<file path="src/rtl/irq_ctrl_pkg.sv">
// Shared constants for the interrupt controller: register map, FSM encoding, vectors.
// Latency: n/a (definitions only).
// Backpressure: n/a.
package irq_ctrl_pkg;

   localparam int SRC_CNT = 8;

   localparam logic [7:0] DEF_VEC_RESET    = 8'h40;
   localparam logic [7:0] DEF_SPURIOUS_VEC = 8'h18;

   // Word indices, taken from addr[7:1]
   localparam logic [6:0] REG_PENDING  = 7'd0;
   localparam logic [6:0] REG_ENABLE   = 7'd1;
   localparam logic [6:0] REG_VBASE    = 7'd2;
   localparam logic [6:0] REG_LEVEL_LO = 7'd3;
   localparam logic [6:0] REG_LEVEL_HI = 7'd4;

   // IACK sequencer states
   localparam logic [1:0] ST_IDLE    = 2'd0;
   localparam logic [1:0] ST_RESOLVE = 2'd1;
   localparam logic [1:0] ST_WAIT    = 2'd2;

   // One 3-bit priority level per source
   typedef logic [SRC_CNT-1:0][2:0] lvl_vec_t;

endpackage

</file>
<file path="src/rtl/irq_ctrl_if.sv">
// 16-bit peripheral bus (uds/lds/rw/ack) used to reach the controller registers.
// Latency: ack and read data arrive one cycle after a strobed cycle.
// Backpressure: none; every strobed cycle is acknowledged unconditionally.
interface irq_ctrl_if;
   logic [15:0] data_write;
   logic [15:0] data_read;
   logic [7:0]  addr;
   logic        uds;
   logic        lds;
   logic        rw;
   logic        ack;

   modport master (output data_write, addr, uds, lds, rw, input data_read, ack);
   modport slave  (input data_write, addr, uds, lds, rw, output data_read, ack);
endinterface

</file>
<file path="src/rtl/irq_prio_enc.sv">
// Priority encoder: highest level among eligible sources, plus lowest-index source at a target level.
// Latency: combinational.
// Backpressure: none.
module irq_prio_enc
   import irq_ctrl_pkg::*;
(
   input  logic [SRC_CNT-1:0] elig,
   input  lvl_vec_t           lvl,
   input  logic [2:0]         tgt_level,
   output logic [2:0]         max_level,
   output logic               found,
   output logic [2:0]         idx
);

   // Scan high to low so the last hit is the lowest index; level 0 never matches
   always_comb begin
      max_level = 3'd0;
      found     = 1'b0;
      idx       = 3'd0;
      for (int i = SRC_CNT - 1; i >= 0; i--) begin
         if (elig[i] && (lvl[i] > max_level)) begin
            max_level = lvl[i];
         end
         if (elig[i] && (lvl[i] == tgt_level) && (tgt_level != 3'd0)) begin
            found = 1'b1;
            idx   = i[2:0];
         end
      end
   end

endmodule

</file>
<file path="src/rtl/irq_ctrl.sv">
// 68000 interrupt controller: pending latch, mask, per-source level, IPL drive and IACK vectoring.
// Latency: irq pulse -> pending +1 cycle -> ipl_n +2 cycles; IACK vector 2 cycles after iack rises.
// Backpressure: none; bus always acks next cycle, a new IACK needs iack to drop first.
module irq_ctrl
   import irq_ctrl_pkg::*;
#(
   parameter int         NUM_SRC      = SRC_CNT,
   parameter logic [7:0] VEC_RESET    = DEF_VEC_RESET,
   parameter logic [7:0] SPURIOUS_VEC = DEF_SPURIOUS_VEC
) (
   input  logic               clk,
   input  logic               reset_n,
   input  logic [NUM_SRC-1:0] irq_in,
   irq_ctrl_if.slave          bus,
   output logic [2:0]         ipl_n,
   input  logic               iack,
   input  logic [2:0]         iack_level,
   output logic               iack_ack,
   output logic [7:0]         vector
);

   logic [NUM_SRC-1:0] pending, pend_nx, enable, elig;
   logic [4:0]         base;
   lvl_vec_t           lvl;
   logic [1:0]         state;
   logic [6:0]         word;
   logic               sel, wr, rd;
   logic [15:0]        rdata;
   logic [2:0]         ipl_max, res_idx;
   logic               res_found;
   logic               unused_ipl_found;
   logic [2:0]         unused_ipl_idx, unused_res_max;
   logic               unused_bits;

   assign word = bus.addr[7:1];
   assign sel  = bus.uds | bus.lds;
   assign wr   = sel & ~bus.rw;
   assign rd   = sel & bus.rw;
   assign unused_bits = ^{bus.addr[0], bus.data_write[15], bus.data_write[11]};

   // A source can interrupt only when pending, enabled and given a non-zero level
   always_comb begin
      elig = '0;
      for (int i = 0; i < NUM_SRC; i++) begin
         elig[i] = pending[i] & enable[i] & (lvl[i] != 3'd0);
      end
   end

   irq_prio_enc u_ipl_enc (
      .elig      (elig),
      .lvl       (lvl),
      .tgt_level (3'd0),
      .max_level (ipl_max),
      .found     (unused_ipl_found),
      .idx       (unused_ipl_idx)
   );

   irq_prio_enc u_res_enc (
      .elig      (elig),
      .lvl       (lvl),
      .tgt_level (iack_level),
      .max_level (unused_res_max),
      .found     (res_found),
      .idx       (res_idx)
   );

   // Register read mux; unused nibble/low bits read back as zero
   always_comb begin
      rdata = 16'h0000;
      case (word)
         REG_PENDING:  rdata = {8'h00, pending};
         REG_ENABLE:   rdata = {8'h00, enable};
         REG_VBASE:    rdata = {8'h00, base, 3'b000};
         REG_LEVEL_LO: rdata = {1'b0, lvl[3], 1'b0, lvl[2], 1'b0, lvl[1], 1'b0, lvl[0]};
         REG_LEVEL_HI: rdata = {1'b0, lvl[7], 1'b0, lvl[6], 1'b0, lvl[5], 1'b0, lvl[4]};
         default:      rdata = 16'h0000;
      endcase
   end

   // Pending next-state: W1C and IACK clears first, then new pulses win
   always_comb begin
      pend_nx = pending;
      if (wr && bus.lds && (word == REG_PENDING)) begin
         pend_nx = pend_nx & ~bus.data_write[NUM_SRC-1:0];
      end
      if ((state == ST_RESOLVE) && res_found) begin
         pend_nx[res_idx] = 1'b0;
      end
      pend_nx = pend_nx | irq_in;
   end

   // Bus acknowledge and registered read data, byte lanes follow the strobes
   always_ff @(posedge clk) begin
      if (!reset_n) begin
         bus.ack       <= 1'b0;
         bus.data_read <= 16'h0000;
      end else begin
         bus.ack <= sel;
         if (rd && bus.uds) bus.data_read[15:8] <= rdata[15:8];
         if (rd && bus.lds) bus.data_read[7:0]  <= rdata[7:0];
      end
   end

   // Configuration register writes
   always_ff @(posedge clk) begin
      if (!reset_n) begin
         enable <= '0;
         base   <= VEC_RESET[7:3];
         lvl    <= '0;
      end else if (wr) begin
         if (bus.lds && (word == REG_ENABLE)) enable <= bus.data_write[7:0];
         if (bus.lds && (word == REG_VBASE))  base   <= bus.data_write[7:3];
         if (word == REG_LEVEL_LO) begin
            if (bus.uds) begin
               lvl[3] <= bus.data_write[14:12];
               lvl[2] <= bus.data_write[10:8];
            end
            if (bus.lds) begin
               lvl[1] <= bus.data_write[6:4];
               lvl[0] <= bus.data_write[2:0];
            end
         end
         if (word == REG_LEVEL_HI) begin
            if (bus.uds) begin
               lvl[7] <= bus.data_write[14:12];
               lvl[6] <= bus.data_write[10:8];
            end
            if (bus.lds) begin
               lvl[5] <= bus.data_write[6:4];
               lvl[4] <= bus.data_write[2:0];
            end
         end
      end
   end

   // Pending bits and registered IPL output
   always_ff @(posedge clk) begin
      if (!reset_n) begin
         pending <= '0;
         ipl_n   <= 3'b111;
      end else begin
         pending <= pend_nx;
         ipl_n   <= ~ipl_max;
      end
   end

   // IACK sequencer: resolve once per iack assertion, pulse iack_ack with the vector
   always_ff @(posedge clk) begin
      if (!reset_n) begin
         state    <= ST_IDLE;
         iack_ack <= 1'b0;
         vector   <= 8'h00;
      end else begin
         iack_ack <= 1'b0;
         case (state)
            ST_IDLE: begin
               if (iack) state <= ST_RESOLVE;
            end
            ST_RESOLVE: begin
               vector   <= res_found ? {base, res_idx} : SPURIOUS_VEC;
               iack_ack <= 1'b1;
               state    <= ST_WAIT;
            end
            ST_WAIT: begin
               if (!iack) state <= ST_IDLE;
            end
            default: state <= ST_IDLE;
         endcase
      end
   end

endmodule

</file>
<file path="src/flat_wrapper.sv">
// flat-port wrapper written by rule: the top's interface ports become plain ports
module irq_ctrl_flat import irq_ctrl_pkg::*;
#(
   parameter int         NUM_SRC      = SRC_CNT,
   parameter logic [7:0] VEC_RESET    = DEF_VEC_RESET,
   parameter logic [7:0] SPURIOUS_VEC = DEF_SPURIOUS_VEC
)
  (clk, reset_n, irq_in, ipl_n, iack, iack_level, iack_ack, vector, bus_data_write, bus_addr, bus_uds, bus_lds, bus_rw, bus_data_read, bus_ack);
  irq_ctrl_if bus_i ();
  input  logic clk;
  input  logic reset_n;
  input  logic [NUM_SRC-1:0] irq_in;
  output logic [2:0] ipl_n;
  input  logic iack;
  input  logic [2:0] iack_level;
  output logic iack_ack;
  output logic [7:0] vector;
  input wire logic [$bits(bus_i.data_write)-1:0] bus_data_write;
  input wire logic [$bits(bus_i.addr)-1:0] bus_addr;
  input wire logic [$bits(bus_i.uds)-1:0] bus_uds;
  input wire logic [$bits(bus_i.lds)-1:0] bus_lds;
  input wire logic [$bits(bus_i.rw)-1:0] bus_rw;
  output wire logic [$bits(bus_i.data_read)-1:0] bus_data_read;
  output wire logic [$bits(bus_i.ack)-1:0] bus_ack;
  assign bus_i.data_write = bus_data_write;
  assign bus_i.addr = bus_addr;
  assign bus_i.uds = bus_uds;
  assign bus_i.lds = bus_lds;
  assign bus_i.rw = bus_rw;
  assign bus_data_read = bus_i.data_read;
  assign bus_ack = bus_i.ack;
  irq_ctrl #(.NUM_SRC(NUM_SRC), .VEC_RESET(VEC_RESET), .SPURIOUS_VEC(SPURIOUS_VEC)) u_core (.clk(clk), .reset_n(reset_n), .irq_in(irq_in), .bus(bus_i), .ipl_n(ipl_n), .iack(iack), .iack_level(iack_level), .iack_ack(iack_ack), .vector(vector));
endmodule
</file>
<file path="config.mk">
export PLATFORM = sky130hd
export DESIGN_NAME = irq_ctrl_flat
export DESIGN_NICKNAME = d
export VERILOG_FILES = /design/src/rtl/irq_ctrl_pkg.sv /design/src/rtl/irq_ctrl_if.sv /design/src/rtl/irq_prio_enc.sv /design/src/rtl/irq_ctrl.sv /design/src/flat_wrapper.sv
export SDC_FILE = /design/constraint.sdc
export NUM_CORES = 1
export LEC_CHECK = 0
export BUFFER_PORTS_ARGS = -buffer_cell sky130_fd_sc_hd__buf_4
export CAP_MARGIN = 20
export CORE_MARGIN = 2
export CORE_UTILIZATION = 55
export CTS_BUF_LIST = sky130_fd_sc_hd__clkbuf_16
export DETAILED_ROUTE_END_ITERATION = 6
export GPL_TIMING_DRIVEN = 0
export PLACE_DENSITY = 0.85
export SETUP_SLACK_MARGIN = 0.05
export SLEW_MARGIN = 20
export SYNTH_ARGS = -nofsm -noshare
export SYNTH_HDL_FRONTEND = slang
export SYNTH_SLANG_ARGS = --single-unit
export TNS_END_PERCENT = 5
</file>
<file path="constraint.sdc">
create_clock -name clk -period 17.5 [get_ports clk]
set_clock_uncertainty 0.2 [all_clocks]
set_input_delay 1.75 -clock clk [delete_from_list [all_inputs] [get_ports clk]]
set_output_delay 1.75 -clock clk [all_outputs]
set_load 0.005 [all_outputs]
</file>
[Word level (Yosys, flattened, before mapping)]
Cells that the tools add are included.
Word-level totals
  flip-flop bits (word level): 76
  input bits: 41
  output and inout port bits: 29
  logic and storage cells: 154
Operators by class
  magnitude comparators: 10
  equal/unequal tests: 16
  mux-type cells: 34
  bitwise logic cells: 26
  reductions and logical operators: 50
Operators by type and width (count)
  case mux 15 bit (5 select lines): 1
  2-to-1 mux 3 bit: 16
  logical AND 1 bit: 32
  nonzero test 3 bit: 9
  == test 3 bit: 8
  2-to-1 mux 8 bit: 3
  > comparator 3 bit: 7
  AND 1 bit: 18
  AND 8 bit: 2
  inverter 8 bit: 2
  == test 7 x 2 -> 1 bit (second input constant): 2
  AND reduction 3 bit: 4
  2-to-1 mux 1 bit: 10
  OR 8 bit: 1
  == test 7 x 1 -> 1 bit (second input constant): 1
  == test 7 x 3 -> 1 bit (second input constant): 1
  zero test 7 bit: 1
  case mux 2 bit (3 select lines): 1
  AND reduction 2 bit: 3
  less-than comparator 3 x 4 -> 1 bit (second input constant): 1
  2-to-1 mux 2 bit: 2
  inequality test 2 bit (second input constant): 2
  demux 1 bit (select 3 bit): 1
  greater-or-equal comparator 3 x 1 -> 1 bit (second input constant): 1
  7 further kinds: 7

[Depth between registers and ports, before layout]
Gate-level depths: netlist of run 1.
  depth in word-level cells: 26
  depth in mapped cells: 47
  gate-level depth less buffers: 47

[Hierarchy]
From an unflattened synthesis of run 1, not the netlist that was laid out.
Second synthesis, totals
  cell total of the unflattened synthesis: 740
  area total of the unflattened synthesis: 6042.0 um2
By module, submodules not included
  irq_ctrl: instances 1, cells each 341, area an instance 3359.5 um2, sequential area each 1481.4 um2
  irq_prio_enc (u_core.u_res_enc): instances 1, cells each 198, area an instance 1351.3 um2, sequential area each 0.0 um2
  irq_prio_enc (u_core.u_ipl_enc): instances 1, cells each 201, area an instance 1331.3 um2, sequential area each 0.0 um2

[Least setup slack after synthesis of run 1]
No wires, ideal clock.
  kind: flip-flop to flip-flop
  from: reg u_core.lvl[22] (netlist bit)
  to: reg u_core.ipl_n[0]
  setup time: 74 ps
  data arrival time: 9601 ps
  required time: 17226 ps
  setup slack: 7625 ps
  cell stages (with the launch flop): 47
  buffers on the path: 0
  period minus slack after synthesis: 9875 ps
  cells stage by stage: dfxtp_1 -> and3_1 -> inv_1 -> ha_1 -> nand3b_1 -> a211oi_4 -> nand2_2 -> a21oi_1 -> inv_1 -> ha_1 -> nor2_1 -> nand2_1 -> a31o_2 -> a31o_2 -> o221a_2 -> o32ai_1 -> ha_1 -> nor2_1 -> (+11 left out) -> nor2_1 -> a21o_1 -> o21ai_0 -> a221oi_1 -> mux2_2 -> ha_1 -> inv_1 -> a21o_1 -> a21oi_1 -> a311oi_1 -> mux2_2 -> ha_1 -> a32oi_1 -> nand3_1 -> a21oi_1 -> nand4b_1 -> nand2_1 -> a31oi_1
On the way
  cells in the longest elaborated chain, start to end: 26
  elaborated cells between the ends (all ways): 27
  those cells by class: order compare (8); mux (8); bitwise (2); reduce/logical (9)
RTL lines
  from (decl): line irq_ctrl.sv:24  | lvl_vec_t lvl;
  branches (longest 3 deep; another with > comparator 3 x 1 -> 1 bit)
  2-to-1 mux 3 bit *: line irq_prio_enc.sv:21  | if (elig[i] && (lvl[i] > max_level)) begin
  > comparator 3 bit: line irq_prio_enc.sv:21
  logical AND 1 bit: line irq_prio_enc.sv:21
  2-to-1 mux 3 bit *: line irq_prio_enc.sv:21
  > comparator 3 bit: line irq_prio_enc.sv:21
  logical AND 1 bit: line irq_prio_enc.sv:21
  2-to-1 mux 3 bit *: line irq_prio_enc.sv:21
  (+8 left out)
  2-to-1 mux 3 bit *: line irq_prio_enc.sv:21
  > comparator 3 bit: line irq_prio_enc.sv:21
  logical AND 1 bit: line irq_prio_enc.sv:21
  2-to-1 mux 3 bit *: line irq_prio_enc.sv:21
  > comparator 3 bit: line irq_prio_enc.sv:21
  logical AND 1 bit: line irq_prio_enc.sv:21
  2-to-1 mux 3 bit *: line irq_prio_enc.sv:21
  inverter 3 bit *: line irq_ctrl.sv:143  | ipl_n <= ~ipl_max;
  to (signal assigned): line irq_ctrl.sv:143
  to (decl): line irq_ctrl.sv:15  | output logic [2:0] ipl_n,
Every way passes the cells marked *.
A chain may end at the register's enable or synchronous reset.

[Worst setup path in the final report of run 1]
  from: reg u_core.enable[7]
  to: reg u_core.ipl_n[0]
On the way
  cells in the longest elaborated chain, start to end: 26
RTL lines
  from (decl): line irq_ctrl.sv:22  | logic [NUM_SRC-1:0] pending, pend_nx, enable, elig;
  from (signal assigned): line irq_ctrl.sv:111  | if (bus.lds && (word == REG_ENABLE)) enable <= bus.data_write[7:0];
  AND 1 bit * (2 in series): line irq_ctrl.sv:45  | elig[i] = pending[i] & enable[i] & (lvl[i] != 3'd0);
  logical AND 1 bit *: line irq_prio_enc.sv:21
  2-to-1 mux 3 bit *: line irq_prio_enc.sv:21
  > comparator 3 bit: line irq_prio_enc.sv:21
  logical AND 1 bit: line irq_prio_enc.sv:21
  2-to-1 mux 3 bit *: line irq_prio_enc.sv:21
  > comparator 3 bit: line irq_prio_enc.sv:21
  logical AND 1 bit: line irq_prio_enc.sv:21
  (+9 left out)
  2-to-1 mux 3 bit *: line irq_prio_enc.sv:21
  > comparator 3 bit: line irq_prio_enc.sv:21
  logical AND 1 bit: line irq_prio_enc.sv:21
  2-to-1 mux 3 bit *: line irq_prio_enc.sv:21
  > comparator 3 bit: line irq_prio_enc.sv:21
  logical AND 1 bit: line irq_prio_enc.sv:21
  2-to-1 mux 3 bit *: line irq_prio_enc.sv:21
  inverter 3 bit *: line irq_ctrl.sv:143
Every way passes the cells marked *; elsewhere a longest branch is shown, timed or not.

==> impl_results.md, run 1 <==
* Io pins at 70
* Insertion delay to the later sink of the worst-skew pair at 340 ps
* Worst slew margin at 37.9%
* Slowest Stage Delay on Critical Path at 720 ps
* Status: finished clean
* Post-Route Setup TNS at 0 ps
* Seq cells post-synth at between 70 and 80
* Gr ovfl total at 0
* Hold WS at 277 ps
* Max clock buf depth at 2
* Antenna Cells at 0
* Die span in y at around 95 µm
* Most used cell, CP: ha_1
* Final hold violations at 0
* Htree depth at 3
* Maximum capacitance violations at 0
* Most area-consuming cells after synthesis: dfxtp_1, mux2i_1, nor2b_1
* Die ar. at about 0.0091 mm²
* Post-cts hold buffer count at 0
* RSZ-0062 raised after global routing: false
* Primary FF master, synth: dfxtp_1
* Synth Instances at 545
* Adder-Cell Fraction of Synth Area at roughly 3.6%
* Largest net degree at the start of global routing at 15
* CTS Buf Count at 9
* Compound-cell area share of the yosys netlist at 21.9%
* Worst-margin pin slew at a little over 900 ps
* Vias at roughly 4600
* Commonest non-fill, non-tap cell in the layout: dfxtp_1
* Post-layout util at slightly below 70%
* CTS Root Cell: clkbuf_16
* First-pass iteration count of the detailed router at 4
* Overall routing resource usage at 31.9%
* Multiplexer area fraction after synthesis at between 10% and 20%
* Vias in the first global route at 4312
* CTS tree: yes
* Power, Total at slightly below 400 µW
* Maximum VDD drop at around 0.053 mV
* CTS sink cnt at 74
* Buf+Inv Stages, Crit Path at 3
* Post-DRT Antenna Nets at 0
* IO Port Bufs at just over 60
* CP Max Fanout at 7
* Final #Nets at approximately 670
* Register area share after synthesis at about a third
* Asr flop ratio synth at 0%
* Placer Congestion at between 0.9 and 1
* Synth Cell Area at approximately 0.0046 mm²
* Finish-stage setup viols at 0
* Detailed Route WL at about 14 mm
* Slowest cell on crit path: a311oi_1
* First-pass GRT wire length at 21.9 mm
* Final Max Tran Viols at 0
* Per-cell routed wire length at approximately 19 µm
* Yosys cell types at 65
* Initial DRC count at 354
* Synth Area per Inst at between 8 and 9 µm²
* Critical Path Source Type: flip-flop
* DRC violations left at 0
* Post-synthesis simple-gate area fraction at between 20% and 30%
* Post-Synth XOR/XNOR Area at around 3.1%
* Number of flops mapped to enable cells by yosys at 0
* DP HPWL at ~11 mm
* Post-synth top area share at 32.3%
* Minimum clock period after layout at approximately 11000 ps
* Worst setup path category: reg -> reg
* Period utilization at 63.5%
* Leak at around 0.0022 µW
* Most frequent cells in the layout: dfxtp_1, buf_4, nand2_1, nor2b_1, mux2i_1
* Synthesis Warnings at 0
* Syn-to-layout area delta at 19.7%
* Hold Crit Class: reg -> reg
* Fmax at 89.9 MHz
* Cts repair resizes at 0
* Fraction of layout instances using a drive strength above 1 at around 17%
* Die span in x at roughly 95 µm
* Initial antenna violation count at 0
* Synth area leader: dfxtp_1
* Power per cell area at a little over 70 mW/mm²
* Largest family of logic cells by synthesized area: simple AND/OR/NAND/NOR gates
* Crit. End Element: flip-flop
* Clock transition at path regs at about 60 ps
* FP Rows at 33
* Initial core utilization at a little under three fifths
* Top delay family on crit path: compound AO/OA/AOI/OAI gates
* DR vias/cell at ~6.3
* Post-CTS Setup Repair Bufs at 0
* Required @ worst endpoint at between 15000 and 20000 ps
* CORE AREA at 0.00813 mm²
* Data arrival, critical path at around 11000 ps
==> metrics by stage <==
| stage | std cells | worst slack [ps] | instance area [µm²] |
|---|---|---|---|
| 6_report | 728 | 6380 | 5480 |
| 5_1_grt | 728 | 5550 | 5480 |
| 4_1_cts | 728 | 6380 | 5480 |
| 3_5_place_dp | 712 | 6450 | 5180 |
| 3_3_place_gp | 712 | 6650 | 5170 |
| 2_1_floorplan | 546 | 7630 | 4580 |
==> synthesized netlist by cell type (7+ instances only) <==
master     n
ha_1      13
nand3_1   16
mux2i_1   44
a21boi_0   7
o21a_1     8
xor2_1     8
nor3_1    10
dfxtp_1   74
and2_1    11
nor2_1    27
nand2_1   45
xnor2_1    8
a21oi_1   17
nor2b_1   45
a31oi_1    8
a22oi_1   14
o21ai_0   27
inv_1     22
clkbuf_1  29
nand2b_1   7
==> cell families after synthesis <==
group	count (synthesis)
AND/OR/NAND/NOR	195
multiplexers	50
adder cells (fa/ha/maj)	13
flip-flops	74
AO/OA/AOI/OAI	139
other	1
buffers and inverters	57
XOR/XNOR	16
==> path summary, 6_finish.rpt <==
path / endpoint / slack (ps) / cells after the start / startpoint
min reg2reg: u_core.state[0]$_SDFFE_PN0P_ / 280 / 1 / u_core.state[0]$_SDFFE_PN0P_
min: u_core.state[0]$_SDFFE_PN0P_ / 280 / 1 / u_core.state[0]$_SDFFE_PN0P_
max: u_core.ipl_n[0]$_SDFF_PN1_ / 6380 / 46 / u_core.enable[7]$_SDFFE_PN0P_
max reg2reg: u_core.ipl_n[0]$_SDFF_PN1_ / 6380 / 46 / u_core.enable[7]$_SDFFE_PN0P_
==> metal layers <==
metal	GRT usage (%)	vias to the layer above	routed length [µm]
li1	-	2112	-
met1	39.4	2169	5770
met2	53.2	230	6750
met3	6.96	40	1220
met4	14.1	0	435
met5	0	-	0
==> power breakdown <==
| part | leakage [µW] | internal, µW | switching [µW] |
|---|---|---|---|
| clock network | 0.000144 | 111 | 79.3 |
| logic | 0.00144 | 14.5 | 16.1 |
| registers | 0.000601 | 172 | 3.17 |
| total | 0.00219 | 297 | 98.5 |
==> state kept, by name, summed over array words and instances, names as in the netlist, 2 cells and up <==
signal,cells
u_core.vector,8
u_core.pending,8
u_core.state,2
u_core.enable,8
u_core.base,5
u_core.bus.data_read,14
u_core.ipl_n,3
u_core.lvl,24
==> cell type report <==
class                      count  area [µm²]
inverter                      22        82.6
tap                          105         131
clock inverter                 7        76.3
timing repair buffer          61         458
buffer                        35         148
multi-input combinational    415        2880
fill                         674        2650
sequential                    74        1480
clock buffer                   9         225
(Power assumes the default switching activity.)
==> run 2: changes to the inputs <==
--- a/config.mk
+++ b/config.mk
@@ -8,11 +8,11 @@
 export BUFFER_PORTS_ARGS = -buffer_cell sky130_fd_sc_hd__buf_4
 export CAP_MARGIN = 20
 export CORE_MARGIN = 2
-export CORE_UTILIZATION = 55
+export CORE_UTILIZATION = 52
 export CTS_BUF_LIST = sky130_fd_sc_hd__clkbuf_16
 export DETAILED_ROUTE_END_ITERATION = 6
 export GPL_TIMING_DRIVEN = 0
-export PLACE_DENSITY = 0.85
+export PLACE_DENSITY = 0.84
 export SETUP_SLACK_MARGIN = 0.05
 export SLEW_MARGIN = 20
 export SYNTH_ARGS = -nofsm -noshare
==> constraint.sdc (replaced) <==
create_clock -name clk -period 9.6 [get_ports clk]
set_clock_uncertainty 0.2 [all_clocks]
set_input_delay 0.96 -clock clk [delete_from_list [all_inputs] [get_ports clk]]
set_output_delay 0.96 -clock clk [all_outputs]
set_load 0.005 [all_outputs]
==> run 2 against run 1 <==
Utilization up 1.0 points. Cell count up 2.9%. Critical endpoint unchanged. Largest cell class unchanged. Sequential share of layout area down 1.7 points. Wire length up 6.0%. Die area up 5.5%. Sequential power up 82%. Critical path type unchanged. Clock power up 85%. Global-route usage down 1.6 points. Maximum frequency up 18%. Cell area up 7.8%. Via count up 2.5%.
==> impl_results.md, run 2 (synthesis results as in run 1) <==
* Detailed Route WL at 15.0 mm (was 14.2 mm)
* Final Max Tran Viols at 0 (unchanged)
* Worst-margin pin slew at 885 ps (was 925 ps)
* Most used cell, CP: ha_4 (was ha_1)
* Clock transition at path regs at 60 ps (about the same)
* Fmax at 106 MHz (was 89.9 MHz)
* DRC violations left at 0 (unchanged)
* Max clock buf depth at 2 (unchanged)
* Status: finished clean (unchanged)
* Maximum VDD drop at 0.106 mV (was 0.0535 mV)
* Insertion delay to the later sink of the worst-skew pair at 340 ps (about the same)
* Final hold violations at 0 (unchanged)
* DR vias/cell at 6.23 (was 6.25)
* IO Port Bufs at 61 (unchanged)
* Fill count at 678 (was 674)
* Post-cts hold buffer count at 0 (unchanged)
* Top routing layer used: met4 (unchanged)
* Initial core utilization at 53.0% (was 56.3%)
* Gr ovfl total at 0 (unchanged)
* Period utilization at 98.5% (was 63.5%)
* CTS tree: yes (unchanged)
* Io pins at 70 (unchanged)
* Crit. End Element: flip-flop (unchanged)
* Finished Layout Cells at 749 (was 728)
* DP HPWL at 10.4 mm (was 10.5 mm)
* Required @ worst endpoint at 9670 ps (was 17570 ps)
* Slowest Stage Delay on Critical Path at 390 ps (was 720 ps)
* Vias in the first global route at 4663 (was 4312)
* Power per cell area at 124 mW/mm² (was 72.3 mW/mm²)
* First-pass GRT wire length at 23.1 mm (was 21.9 mm)
* Post-DRT Antenna Nets at 0 (unchanged)
* Worst R2R Setup Slack at 140 ps (was 6380 ps)
* Final #Nets at 690 (was 672)
* FP Rows at 34 (was 33)
* Worst setup path category: reg -> reg (unchanged)
* Most flops, register: u_core.lvl (unchanged)
* Critical path depth at 46 (unchanged)
* CTS sink cnt at 74 (unchanged)
* Commonest non-fill, non-tap cell in the layout: buf_4 (was dfxtp_1)
* Maximum capacitance violations at 0 (unchanged)
* Htree depth at 3 (unchanged)
* Critical Path Source Type: flip-flop (unchanged)
* Overall routing resource usage at 30.3% (was 31.9%)
* DR WL met2 at 7.23 mm (was 6.75 mm)
* Die span in x at 97.8 µm (was 95.2 µm)
* Largest net degree at the start of global routing at 15 (unchanged)
* Reg2reg start: u_core.pending[7]$_SDFF_PN0_ (was u_core.enable[7]$_SDFFE_PN0P_)
* Placed cells at 715 (was 712)
* Reg2Reg Depth at 46 (unchanged)
* Worst slew margin at 40.8% (was 37.9%)
* Placer Congestion at 0.976 (was 0.981)
* Initial antenna violation count at 0 (unchanged)
* Buf+Inv Stages, Crit Path at 3 (unchanged)
* DR WL met3 at 1.05 mm (was 1.22 mm)
* Finish-stage setup viols at 0 (unchanged)
* Met1 Wirelength at 6.35 mm (was 5.77 mm)
* Data arrival, critical path at 9530 ps (was 11190 ps)
* Die ar. at 0.00957 mm² (was 0.00907 mm²)
* CTS Buf Count at 9 (unchanged)
* CORE AREA at 0.00864 mm² (was 0.00813 mm²)
* Fraction of layout instances using a drive strength above 1 at 24.6% (was 16.5%)
* Leak at 0.00231 µW (was 0.00219 µW)
* Die span in y at 97.8 µm (was 95.2 µm)
* Vias at 4663 (was 4551)
* Biggest regs: u_core.lvl x24, u_core.bus.data_read x14 (unchanged)
* Minimum clock period after layout at 9460 ps (was 11120 ps)
* Hold WS at 277 ps (about the same)
* First-pass iteration count of the detailed router at 5 (was 4)
* Syn-to-layout area delta at 29.0% (was 19.7%)
* Worst Setup SP: u_core.pending[7]$_SDFF_PN0_ (was u_core.enable[7]$_SDFFE_PN0P_)
* CP Max Fanout at 7 (unchanged)
* Largest register FFs at 24 (unchanged)
* RSZ-0062 raised after global routing: true (was false)
* Hold Crit Class: reg -> reg (unchanged)
* Slowest cell on crit path: dfxtp_4 (was a311oi_1)
* Most frequent cells in the layout: buf_4, dfxtp_1, nor2b_1, nand2_1, mux2i_1 (was dfxtp_1, buf_4, nand2_1, nor2b_1, mux2i_1)
* Post-Route Setup TNS at 0 ps (unchanged)
* Per-cell routed wire length at 20.1 µm (was 19.5 µm)
* Top delay family on crit path: compound AO/OA/AOI/OAI gates (unchanged)
* Reg2Reg Capture Point: u_core.ipl_n[0]$_SDFF_PN1_ (unchanged)
* Initial DRC count at 328 (was 354)
* CTS Root Cell: clkbuf_16 (unchanged)
* Antenna Cells at 0 (unchanged)
* Power, Total at 730 µW (was 396 µW)
* Worst setup path endpoint: u_core.ipl_n[0]$_SDFF_PN1_ (unchanged)
==> run 2: report_power, final <==
group          total (µW)  internal (µW)  switching (µW)
combinational        57.4           27.0            30.4
sequential            318            312            6.07
clock                 354            204             150
==> run 2: how the worst min path moves through the flow <==
stage | from | endpoint | slack [ps] | depth (start not counted)
detailed placement | u_core.base[0]$_SDFFE_PN0P_ | u_core.vector[3]$_SDFFE_PN0P_ | 270 | 2
global route | u_core.state[0]$_SDFFE_PN0P_ | u_core.state[0]$_SDFFE_PN0P_ | 300 | 1
floorplan | u_core.state[0]$_SDFFE_PN0P_ | u_core.state[0]$_SDFFE_PN0P_ | 230 | 1
CTS | u_core.base[0]$_SDFFE_PN0P_ | u_core.vector[3]$_SDFFE_PN0P_ | 280 | 2
global placement | u_core.state[0]$_SDFFE_PN0P_ | u_core.state[0]$_SDFFE_PN0P_ | 240 | 1
finish | u_core.bus.data_read[3]$_SDFFE_PN0P_ | u_core.bus.data_read[3]$_SDFFE_PN0P_ | 280 | 2
==> run 2: layout make-up <==
type | instances | area, µm² | share of cell area [%]
Multi-Input combinational cell | 415 | 3150 | 53.3
Sequential cell | 74 | 1500 | 25.3
Timing Repair Buffer | 79 | 593 | 10.0
Clock buffer | 9 | 225 | 3.81
Buffer | 35 | 148 | 2.50
Tap cell | 108 | 135 | 2.29
Inverter | 22 | 82.6 | 1.40
Clock inverter | 7 | 76.3 | 1.29
==> run 2: worst min-delay path, cell delays in order (launching register included) <==
cell and delay [ps]:
dfxtp_1 310, nand2_1 50, a21boi_0 60
==> run 2: what timing repair did <==
item / 4_1_cts / 5_1_grt
setup buffers: 15 / 3
pin swaps: 17 / 26
endpoints found under the setup margin: 3 / 3
resized for setup: 24 / 29
==> run 2: metal layers <==
metal,vias up,track usage (%)
met2,231,50.7
met4,0,14.4
met3,42,4.29
met1,2233,38.6
li1,2157,-
met5,-,0
==> run 2: metrics by stage <==
step	instance area, µm²	setup slack [ps]	utilization, %
2_1_floorplan	4620	64.1	-
3_3_place_gp	5210	-705	60.3
3_5_place_dp	5220	-1020	60.4
4_1_cts	5720	70.5	66.3
5_1_grt	5910	-323	68.4
6_report	5910	140	68.4
